$ cat src/rtl/btn_event_counter.sv
`default_nettype none
// ============================================================================
//  Module   : btn_event_counter
//  Purpose  : Multi-channel push-button synchroniser, debouncer and
//             press/release event counter with wrap or saturate counters.
//  Revision : 1.0  initial release
// ============================================================================
module btn_event_counter #(
    parameter int NUM_CH          = 4,
    parameter int COUNT_WIDTH     = 8,
    parameter int DEBOUNCE_CYCLES = 1000,
    parameter int SYNC_STAGES     = 2,
    parameter int SATURATE        = 0
) (
    input  logic                          clk,
    input  logic                          reset,
    input  logic [NUM_CH-1:0]             btn_i,
    input  logic [NUM_CH-1:0]             dir_i,
    input  logic                          clear_i,
    output logic [NUM_CH*COUNT_WIDTH-1:0] count_o,
    output logic [NUM_CH-1:0]             pressed_o,
    output logic [NUM_CH-1:0]             press_pulse_o,
    output logic [NUM_CH-1:0]             release_pulse_o,
    output logic [NUM_CH-1:0]             limit_pulse_o
);

    localparam int                     DB_W    = $clog2(DEBOUNCE_CYCLES + 1);
    localparam logic [DB_W-1:0]        DB_MAX  = DB_W'(DEBOUNCE_CYCLES);
    localparam logic [DB_W-1:0]        DB_ONE  = DB_W'(1);
    localparam logic [COUNT_WIDTH-1:0] CNT_MAX = '1;
    localparam logic [COUNT_WIDTH-1:0] CNT_ONE = COUNT_WIDTH'(1);

    typedef enum logic [1:0] {
        ST_IDLE     = 2'd0,
        ST_PRESS_DB = 2'd1,
        ST_HELD     = 2'd2,
        ST_REL_DB   = 2'd3
    } state_t;

    generate
        for (genvar i = 0; i < NUM_CH; i++) begin : g_ch
            logic [SYNC_STAGES-1:0] sync_q;
            logic                   s_w;
            state_t                 state_q, state_d;
            logic [DB_W-1:0]        db_q, db_d;
            logic                   press_evt_d, press_evt_q;
            logic                   rel_evt_d, rel_evt_q;
            logic [COUNT_WIDTH-1:0] cnt_q, cnt_d;
            logic                   lim_d;
            logic                   pressed_q, press_pulse_q, release_pulse_q, limit_pulse_q;

            assign s_w = sync_q[SYNC_STAGES-1];

            always_ff @(posedge clk) begin
                if (reset) begin
                    sync_q <= '0;
                end else begin
                    sync_q <= {sync_q[SYNC_STAGES-2:0], btn_i[i]};
                end
            end

            always_comb begin
                state_d     = state_q;
                db_d        = db_q;
                press_evt_d = 1'b0;
                rel_evt_d   = 1'b0;
                case (state_q)
                    ST_IDLE: begin
                        if (s_w) begin
                            state_d = ST_PRESS_DB;
                            db_d    = DB_ONE;
                        end
                    end
                    ST_PRESS_DB: begin
                        if (!s_w) begin
                            state_d = ST_IDLE;
                            db_d    = '0;
                        end else if (db_q == DB_MAX) begin
                            state_d     = ST_HELD;
                            press_evt_d = 1'b1;
                        end else begin
                            db_d = db_q + DB_ONE;
                        end
                    end
                    ST_HELD: begin
                        if (!s_w) begin
                            state_d = ST_REL_DB;
                            db_d    = DB_ONE;
                        end
                    end
                    ST_REL_DB: begin
                        if (s_w) begin
                            state_d = ST_HELD;
                        end else if (db_q == DB_MAX) begin
                            state_d   = ST_IDLE;
                            rel_evt_d = 1'b1;
                        end else begin
                            db_d = db_q + DB_ONE;
                        end
                    end
                    default: begin
                        state_d = ST_IDLE;
                        db_d    = '0;
                    end
                endcase
            end

            // Counter update happens on the cycle the release event is presented,
            // so dir is sampled alongside it and clear simply overrides the result.
            always_comb begin
                cnt_d = cnt_q;
                lim_d = 1'b0;
                if (rel_evt_q) begin
                    if (!dir_i[i]) begin
                        if (cnt_q == CNT_MAX) begin
                            lim_d = 1'b1;
                            cnt_d = (SATURATE != 0) ? cnt_q : '0;
                        end else begin
                            cnt_d = cnt_q + CNT_ONE;
                        end
                    end else begin
                        if (cnt_q == '0) begin
                            lim_d = 1'b1;
                            cnt_d = (SATURATE != 0) ? cnt_q : CNT_MAX;
                        end else begin
                            cnt_d = cnt_q - CNT_ONE;
                        end
                    end
                end
                if (clear_i) begin
                    cnt_d = '0;
                    lim_d = 1'b0;
                end
            end

            always_ff @(posedge clk) begin
                if (reset) begin
                    state_q         <= ST_IDLE;
                    db_q            <= '0;
                    press_evt_q     <= 1'b0;
                    rel_evt_q       <= 1'b0;
                    cnt_q           <= '0;
                    pressed_q       <= 1'b0;
                    press_pulse_q   <= 1'b0;
                    release_pulse_q <= 1'b0;
                    limit_pulse_q   <= 1'b0;
                end else begin
                    state_q         <= state_d;
                    db_q            <= db_d;
                    press_evt_q     <= press_evt_d;
                    rel_evt_q       <= rel_evt_d;
                    cnt_q           <= cnt_d;
                    pressed_q       <= (state_q == ST_HELD) || (state_q == ST_REL_DB);
                    press_pulse_q   <= press_evt_q;
                    release_pulse_q <= rel_evt_q;
                    limit_pulse_q   <= lim_d;
                end
            end

            assign count_o[i*COUNT_WIDTH +: COUNT_WIDTH] = cnt_q;
            assign pressed_o[i]       = pressed_q;
            assign press_pulse_o[i]   = press_pulse_q;
            assign release_pulse_o[i] = release_pulse_q;
            assign limit_pulse_o[i]   = limit_pulse_q;
        end
    endgenerate

endmodule
`default_nettype wire

$ cat config.mk
export PLATFORM = sky130hd
export DESIGN_NAME = btn_event_counter
export DESIGN_NICKNAME = d
export VERILOG_FILES = /design/src/rtl/btn_event_counter.sv
export SDC_FILE = /design/constraint.sdc
export NUM_CORES = 1
export LEC_CHECK = 0
export CAP_MARGIN = 20
export CORE_MARGIN = 2
export CORE_UTILIZATION = 45
export DETAILED_ROUTE_END_ITERATION = 16
export PLACE_DENSITY = 0.61
export SETUP_SLACK_MARGIN = 0.5
export SKIP_CTS_REPAIR_TIMING = 1
export SLEW_MARGIN = 10
export SYNTH_ARGS = -nofsm -noshare
export SYNTH_HDL_FRONTEND = slang
export SYNTH_SLANG_ARGS = --single-unit
$ cat constraint.sdc
create_clock -name clk -period 1.95 [get_ports clk]
set_input_delay 0.2925 -clock clk [delete_from_list [all_inputs] [get_ports clk]]
set_output_delay 0.2925 -clock clk [all_outputs]
set_load 0.05 [all_outputs]
==> metrics.md <==
| Metric | Value |
|---|---|
| Sequential power share | `0.510` |
| Outcome | `finished clean` |
| Finished Layout Cells | `1038` |
| Most used DFF post-synth | `dfxtp_1` |
| Area grow syn2layout | `37.02%` |
| Layout cells sized above 1 | `0.3944` |
| I/O pins | `59` |
| EDFF count, synth | `0` |
| Routed vias | `5954` |
| Critical-path maximum fanout | `5` |
| Die width | `between 100 and 150 um` |
| GRT Residual Overflow | `0` |
| Switch Pwr | `1.028 mW` |
| Clock Latency Late Sink | `roughly 0.35 ns` |
| Power Dens Cells | `about 530 mW/mm^2` |
| Crit path time final | `around 1.7 ns` |
| Leak | `3.427 nW` |
| Vias in the first global route | `4952` |
| Post-Syn Area | `0.006172 sq mm` |
| Final hold violation count | `0` |
| Antenna violations before repair | `0` |
| Die Height | `121.1 um` |
| # diodes | `0` |
| Port bufs | `between 50 and 60` |
| Die Area | `between 0.01 and 0.015 sq mm` |
| Max Cap Viol | `0` |
| Register area share after synthesis | `0.3633` |
| Tot GR Track Use | `0.1983` |
| Unrepaired setup endpoints after global routing | `yes` |
| Average cell area after synthesis | `8.016 sq um` |
| Global-route wire length before repair | `approximately 24000 um` |
| Syn Nets | `801` |
| Slew headroom | `0.6514` |
| Area of the core | `0.01330 sq mm` |
| Routed WL per cell | `between 15 and 20 um` |
| Initial Util | `0.4642` |
| Setup Skew | `roughly 0.0085 ns` |
| Worst Setup SP | `g_ch[0].db_q[2]` |
| Cell Rows | `42` |
| Crit share post-route | `0.8666` |
| Placed insts | `959` |
| Peak supply drop | `474.6 uV` |
| Comb pwr share | `0.066` |
| # setup viols final | `0` |
| Synth top cells by count | `dfxtp_1, nor2_1, nand2_1` |
| Cells after Synth | `770` |
| Fmax | `a little under 0.6 GHz` |
| Worst-Margin Slew | `about 0.52 ns` |
| Arrival time at the worst endpoint | `approximately 1.9 ns` |
| Via/cell ratio | `5.736` |
| TritonRoute pass-1 iters | `4` |
| Cell with the most instances after synthesis | `dfxtp_1` |
| Post-Route WL | `16120 um` |
| Crit. End Element | `register` |
| FF-to-FF Start | `g_ch[0].db_q[2]` |
| Hold WC Path Type | `primary input to register` |
| CTS Sinks | `roughly 110` |
| Setup TNS | `0 ns` |
| Detailed-route DRC error count | `0` |
| Sw frac | `0.2297` |
| Largest net degree at the start of global routing | `68` |
| H-tree depth | `3` |
| Reg2Reg Depth | `5` |
| Clk root buf | `clkbuf_16` |
| Distinct cell type count after synthesis | `between 70 and 80` |
| Num CTS Buffers | `9` |
| FF/Latch Area | `0.002419 sq mm` |
| Slew Limit Fails | `0` |
| Critical Path RT | `2.18 ns` |
| Internal power | `3.448 mW` |
| Cell taking the most area after synthesis | `dfxtp_1` |
| R2R Setup Slk | `0.26 ns` |
| WHS | `approximately 0.42 ns` |
| Worst setup path class | `register to register` |
| Fillers | `between 1000 and 1500` |
| Synth top area share | `0.3633` |
| Ys Warns | `0` |
| Clk pwr share | `0.425` |
| CTS Buffer Depth | `2` |
| TritonCTS clock tree | `done` |
| Post-DRT Antenna Nets | `0` |
| FFs w/ async S/R, synth | `0` |
| Final #Nets | `888` |
| Crit path launch type | `register` |
| Post-DP HPWL | `9590 um` |
| Dominant cells by area after synthesis | `dfxtp_1, nor2_1, o21ai_0` |
| Synth Register Bits | `112` |
| Initial DRC Count | `between 500 and 600` |
| Clock slew seen by the registers of the worst setup and hold paths | `approximately 0.070 ns` |
| Multi-input logic area | `0.004273 sq mm` |
| GPL Wtd Cong | `0.8739` |
## worst max-delay path: stages, from the launching register on
cell and delay [ns]:
dfxtp_2 0.34, nand3b_1 0.15, or4_4 0.56, or2_4 0.30
mux2i_1 0.17, nor2_1 0.05
## per-layer routing
metal,GRT usage,routed length (um),vias to the layer above
met5,0,0,-
met4,0.07631,196,0
met3,0.03102,603,14
met2,0.3037,7824,121
met1,0.2797,7497,2883
li1,-,-,2936
## worst min path at each step
stage | from | to | slack (ns) | cells after the start
floorplan | reset | g_ch[0].pressed_q | 0.37 | 1
global placement | g_ch[0].press_evt_q | g_ch[0].press_pulse_q | 0.41 | 1
detailed placement | g_ch[2].press_evt_q | g_ch[2].press_pulse_q | 0.42 | 1
CTS | reset | g_ch[3].pressed_q | 0.42 | 3
global route | g_ch[2].press_evt_q | g_ch[2].press_pulse_q | 0.45 | 1
finish | reset | g_ch[2].release_pulse_q | 0.42 | 3
## power by group through the flow
stage / combinational, mW / sequential (mW) / clock, mW
6_report: 0.293 / 2.28 / 1.90
5_1_grt: 0.320 / 2.28 / 2.04
4_1_cts: 0.236 / 2.29 / 1.97
3_5_place_dp: 0.234 / 2.35 / 0
3_3_place_gp: 0.230 / 2.34 / 0
2_1_floorplan: 0.161 / 2.33 / 0
## cell usage in the layout, fill, tap and decap left out, types with 8 or more instances in the layout
master,instances
nor3_2,8
dfxtp_4,37
inv_1,18
and3_1,13
nand2b_1,10
dlymetal6s2s_1,16
xor2_1,9
o21ai_1,12
nand4_1,11
ha_4,9
buf_4,73
nand3_1,25
dfxtp_2,30
mux2i_1,10
nand2_1,49
a21oi_1,37
o21ai_0,41
clkbuf_16,11
dfxtp_1,45
nor2b_1,18
nor3_1,24
clkbuf_2,33
clkdlybuf4s50_1,9
a311oi_1,13
a31oi_1,9
nor3b_1,10
a21oi_2,8
nor2_1,66
## final cells by class
class	instances	area share
sequential	112	0.2860
clock buffer	13	0.03462
timing repair buffer	139	0.1306
tap	176	0.02604
clock inverter	3	0.002367
multi-input combinational	565	0.5053
inverter	30	0.01509
## registers in the layout, summed over array words and instances, names as in the netlist, named ones only
| name | count |
|---|---|
| g_ch.cnt_q | 32 |
| g_ch.db_q | 40 |
| g_ch.limit_pulse_q | 4 |
| g_ch.press_evt_q | 4 |
| g_ch.press_pulse_q | 4 |
| g_ch.pressed_q | 4 |
| g_ch.rel_evt_q | 4 |
| g_ch.release_pulse_q | 4 |
| g_ch.state_q | 4 |
| g_ch.sync_q | 8 |
## kinds of logic (layout without fill, tap and decap cells)
kind of cell             after synthesis  after routing  share of synthesized area
AND/OR/NAND/NOR                      320            320                     0.2741
buffers and inverters                 93            185                    0.07055
XOR/XNOR                              20             20                    0.02838
adder cells (fa/ha/maj)               20             20                    0.04054
multiplexers                          11             11                    0.01804
flip-flops                           112            112                     0.3633
AO/OA/AOI/OAI                        194            194                     0.2052
## through the flow
| step | cell area [sq um] | total power [mW] | util | setup slack (ns) |
|---|---|---|---|---|
| after global placement | 7061 | 2.574 | 0.5311 | 0.2228 |
| after CTS | 7373 | 4.494 | 0.5546 | 0.009872 |
| final | 8457 | 4.477 | 0.6361 | 0.2600 |
| after global routing | 8457 | 4.647 | 0.6361 | 0.2029 |
| after detailed placement | 7061 | 2.580 | 0.5311 | 0.2096 |
| after floorplan | 6505 | 2.496 | - | 0.2848 |
Power figures use the tool's default switching activity.
==> variant 1 (config.mk and constraints unchanged) <==
Put one more register stage on the output `count_o`, cleared by the reset. The value now appears one clock later. The other outputs are not delayed to match.
--- a/src/rtl/btn_event_counter.sv
+++ b/src/rtl/btn_event_counter.sv
@@ -36,6 +36,8 @@
         ST_HELD     = 2'd2,
         ST_REL_DB   = 2'd3
     } state_t;
+
+    logic [NUM_CH*COUNT_WIDTH-1:0] count_d;
 
     generate
         for (genvar i = 0; i < NUM_CH; i++) begin : g_ch
@@ -157,7 +159,7 @@
                 end
             end
 
-            assign count_o[i*COUNT_WIDTH +: COUNT_WIDTH] = cnt_q;
+            assign count_d[i*COUNT_WIDTH +: COUNT_WIDTH] = cnt_q;
             assign pressed_o[i]       = pressed_q;
             assign press_pulse_o[i]   = press_pulse_q;
             assign release_pulse_o[i] = release_pulse_q;
@@ -165,6 +167,14 @@
         end
     endgenerate
 
+    always_ff @(posedge clk) begin
+        if (reset) begin
+            count_o <= '0;
+        end else begin
+            count_o <= count_d;
+        end
+    end
+
 endmodule
 `default_nettype wire
 
Formal check against the unedited RTL: no difference found for any inputs over 10 cycles, from zero or initial values and one cycle with reset high; that may be too few to reach the edited logic, so the function may still have changed.
==> variant 1 against the original RTL <==
  * Sequential cell count up 32
  * Non-clock buffer count up 5
  * Fmax down 7.3%
  * Largest power group is now the clock network
  * First-iteration DRC count down 5.9%
  * Cell count up 13%
  * Cell area up 14%
  * Setup slack worse by 0.13 ns
  * Routed wire length up 12%
  * Power up 47%
  * Largest cell class unchanged
  * Area after synthesis up 14%
  * Critical path depth unchanged
  * Global-route usage down 0.91 points
  * Die area up 14%
  * Synthesized cell count up 11%
==> variant 1: results (changes against the original RTL) <==
VDD IR-drop max=694.7 uV (+46%); clock network area share=6.320% (+2.6 points); post-DP HPWL=10770 um (+12%); list of most frequent post-synthesis cells=144 x dfxtp_1, 83 x nor2_1, 70 x nand2_1, 49 x o21ai_0, 47 x clkbuf_1; post-route cell area=9622 um2 (+14%); Int Power=5.075 mW (+47%); H-tree depth=4 (+1); nets=977 (+10%); multi-input logic area=4557 um2 (+6.6%); Hold Path Cell Cnt=2 (-1); WL met3=833 um (+38%); Regs by FF count=g_ch.db_q (40), count_o (32), g_ch.cnt_q (32); NonClk Buf Share=10.94% (-2.1 points); Rel. slew slack=58.06% (-7.1 points); Placed Area=8018 um2 (+14%); status=complete, no violations; Critical Path AT=2.14 ns (+0.22 ns); met1 Use GR=24.97% (-3.0 points); Crit path max-delay family=compound AO/OA/AOI/OAI gates; Plain + repair buffers=144 (+3.6%); leakage=3.572 nW (+4.2%); largest fanout on the critical path=7 (+2); Hold Path Sink=count_o[17]; routed len/inst=15.40 um (-0.84%); GR Util All Layers=18.92% (-0.91 points); layout cells sized above 1=37.02% (-2.4 points); multi-input gates=612 (+8.3%); post-synthesis sequential area ratio=40.81% (+4.5 points); Filler Cells Inserted=1246 (+11%); Combinational Power Share=4.4% (-2.2 points); seq pwr=2.94 mW (+29%); Area contributors post-synth=dfxtp_1 41%, nor2_1 4.4%, nor2b_1 3.9%; via-per-instance ratio=5.687 (-0.85%); gpl congestion=0.8796 (+0.65%); vias in the first global route=5639 (+14%); CLK BUF=18 (+5); pin count of the biggest net entering global routing=55 (-19%); first-pass GRT wire length=25960 um (+7.5%); Non-clk invs=27 (-10%)
[variant 1: cell count changes after synthesis, moves of 7 or more]
cell,unedited run,this run
dfxtp_1,112,144
nor2b_1,20,44
nand2_1,55,70
nor3_1,37,24
a31oi_1,9,20
clkbuf_1,36,47
mux2i_1,10,2
nor2_1,76,83
or3_1,4,11
[variant 1: cell families after synthesis]
kind of cell | after synthesis | share of synthesized area [%]
AOI/OAI and AO/OA | 198 | 18.37
xor gates and xnor gates | 25 | 3.100
adders and majority gates | 20 | 3.543
buffers and inverters | 97 | 6.094
DFF | 144 | 40.81
muxes | 2 | 0.2834
and+or+nand+nor | 367 | 27.79
[variant 1: through the flow]
stage / hold slack, ns / cells / util (%)
after global routing: 0.2564 / 1170 / 63.06
after detailed placement: 0.4234 / 1084 / 52.55
after CTS: 0.2347 / 1116 / 56.53
final: 0.2357 / 1170 / 63.06
after global placement: 0.4176 / 1084 / 52.55
after floorplan: 0.3756 / 853 / -
==> variant 2 (same settings) <==
Made on the original files. `NUM_CH`: 4 -> 5.
--- a/src/rtl/btn_event_counter.sv
+++ b/src/rtl/btn_event_counter.sv
@@ -6,7 +6,7 @@
 //  Revision : 1.0  initial release
 // ============================================================================
 module btn_event_counter #(
-    parameter int NUM_CH          = 4,
+    parameter int NUM_CH          = 5,
     parameter int COUNT_WIDTH     = 8,
     parameter int DEBOUNCE_CYCLES = 1000,
     parameter int SYNC_STAGES     = 2,
Interface: changed (7 resized); port bits go from 59 to 73. The function was not compared with the original's and may differ.
==> variant 2 against the original RTL <==
  * Cell area grew 26%
  * Area after synthesis grew 28%
  * Clock skew shrank 0.0027 ns
  * Routed wire length grew 25%
  * Hold slack lost 0.21 ns
  * Setup slack lost 0.17 ns
  * Power grew 36%
  * Sequential cell count grew 28
  * Critical path type unchanged
  * Largest cell class unchanged
  * Largest power group is now the clock network
==> variant 2: results (changes against the original RTL) <==
RR Startpoint=g_ch[0].cnt_q[0]; Ys Warns=0 (unchanged); Area contributors post-synth=dfxtp_1 35%, o21ai_0 4.2%, ha_1 4.0%; synth unique cells=81 (+8.0%); slowest stage delay, CP=0.49 ns (-0.07 ns); leakage=3.822 nW (+12%); post-synthesis sequential area ratio=35.44% (-0.88 points); Regs by FF count=g_ch.db_q (50), g_ch.cnt_q (40), g_ch.sync_q (10); Slew @ Worst Pin=0.5712 ns (+0.04905 ns); number of max-cap violations=0 (unchanged); Hold Crit Class=in2reg; Hold WS=0.2063 ns (-0.2100 ns); CTS clock-pin slew for the worst setup and hold paths=roughly 0.060 ns; largest fanout on the critical path=5 (unchanged); gpl congestion=0.8476 (-3.0%); CTS buffer count=17 (+8); root buf cell=clkbuf_16; ANT cells=0 (unchanged); VDD IR-drop max=597.2 uV (+26%); Hold Path Sink=g_ch[1].sync_q[1]; Place WS=0.08178 ns (-0.1278 ns); Critical Path AT=2.21 ns (+0.29 ns); status=complete, no violations; Vias=7552 (+27%); crit path kind=reg2reg; Setup-failing EPs final=0 (unchanged); initial antenna violation count=0 (unchanged); First-pass DRT Iterations=4 (unchanged); vias in the first global route=6401 (+29%); Clock Latency Late Sink=0.42 ns (+0.07 ns); Crit path max-delay family=simple AND/OR/NAND/NOR gates; layout cells sized above 1=39.13% (-0.31 points); nets=1089 (+23%); Worst R2R Setup Slack=0.09 ns (-0.17 ns); Mapped Nets=993 (+24%); Initial DRC Count=326 (-36%); Port Buffers=72 (+24%); worst reg2reg path depth=6 (+1); Hold Startpoint=reset; GR Util All Layers=20.01% (+0.18 points); first-pass GRT wire length=30610 um (+27%); routed len/inst=15.70 um (+1.1%); Synth Flop Type=dfxtp_1; pin count of the biggest net entering global routing=51 (-25%); post-DP HPWL=12930 um (+35%); Filler Cells Inserted=1509 (+35%); Hold Path Cell Cnt=2 (-1); f_max=538.0 MHz (-9.1%); Worst path slowest cell=or4b_4; Final Skew=0.005831 ns (-0.002716 ns); Placed Area=9055 um2 (+28%); H-tree depth=4 (+1); FFs w/ async S/R, synth=0% (unchanged); Setup crit end=g_ch[0].cnt_q[2]; list of most frequent post-synthesis cells=140 x dfxtp_1, 67 x o21ai_0, 59 x nand2_1, 54 x a21oi_1, 46 x clkbuf_1; Clock Tree Buf Depth=2 (unchanged)
-- variant 2: cell types whose count changed after synthesis, moves of 7 or more --
cell / delta
a21oi_1: +9
a31oi_1: +15
and4_1: +8
clkbuf_1: +10
dfxtp_1: +28
inv_1: +14
nand4_1: +12
nor2_1: -36
o21a_1: +7
o21ai_0: +13
or3_1: +10
-- variant 2: per-stage QoR --
stage,util (%),cells
finish,61.75,1288
global route,61.75,1288
CTS,55.58,1230
detailed placement,52.53,1199
global placement,52.53,1199
floorplan,-,955
-- variant 2: power breakdown --
group	total, mW	internal [mW]	switching, mW
sequential	2.87	2.84	0.0294
combinational	0.353	0.155	0.198
clock	2.88	1.68	1.20
total	6.10	4.67	1.43
-- variant 2: area by class of cell --
cell class                      count  area (um2)  area share [%]
Timing Repair Buffer              156        1164           10.93
Tap cell                          225       281.5           2.645
Multi-Input combinational cell    690        5499           51.67
Inverter                           46       192.7           1.810
Clock buffer                       20       456.7           4.291
Clock inverter                     11       68.82          0.6466
Sequential cell                   140        2980           28.00
-- variant 2: worst reg2reg max path, cell delays in order, from the launching register on --
cell	delay (ns)
dfxtp_4	0.36
inv_4	0.07
ha_4	0.12
or4b_4	0.49
or3_4	0.37
a211o_1	0.28
a21oi_2	0.11
-- variant 2: logic make-up (layout without fill, tap and decap cells) --
group	count (synthesis)	count (layout)	share of synthesized area [%]
XOR/XNOR	26	26	2.880
AO/OA/AOI/OAI	270	270	22.93
multiplexers	12	12	1.582
buffers and inverters	126	233	7.231
flip-flops	140	140	35.44
adder cells (fa/ha/maj)	25	25	3.956
AND/OR/NAND/NOR	356	357	25.98
-- variant 2: layer usage --
metal / part of all wire (%) / global-route usage, %
met3: 4.1 / 3.963
met2: 48 / 31.61
met5: 0 / 0
met1: 47 / 27.51
met4: 1.4 / 6.192
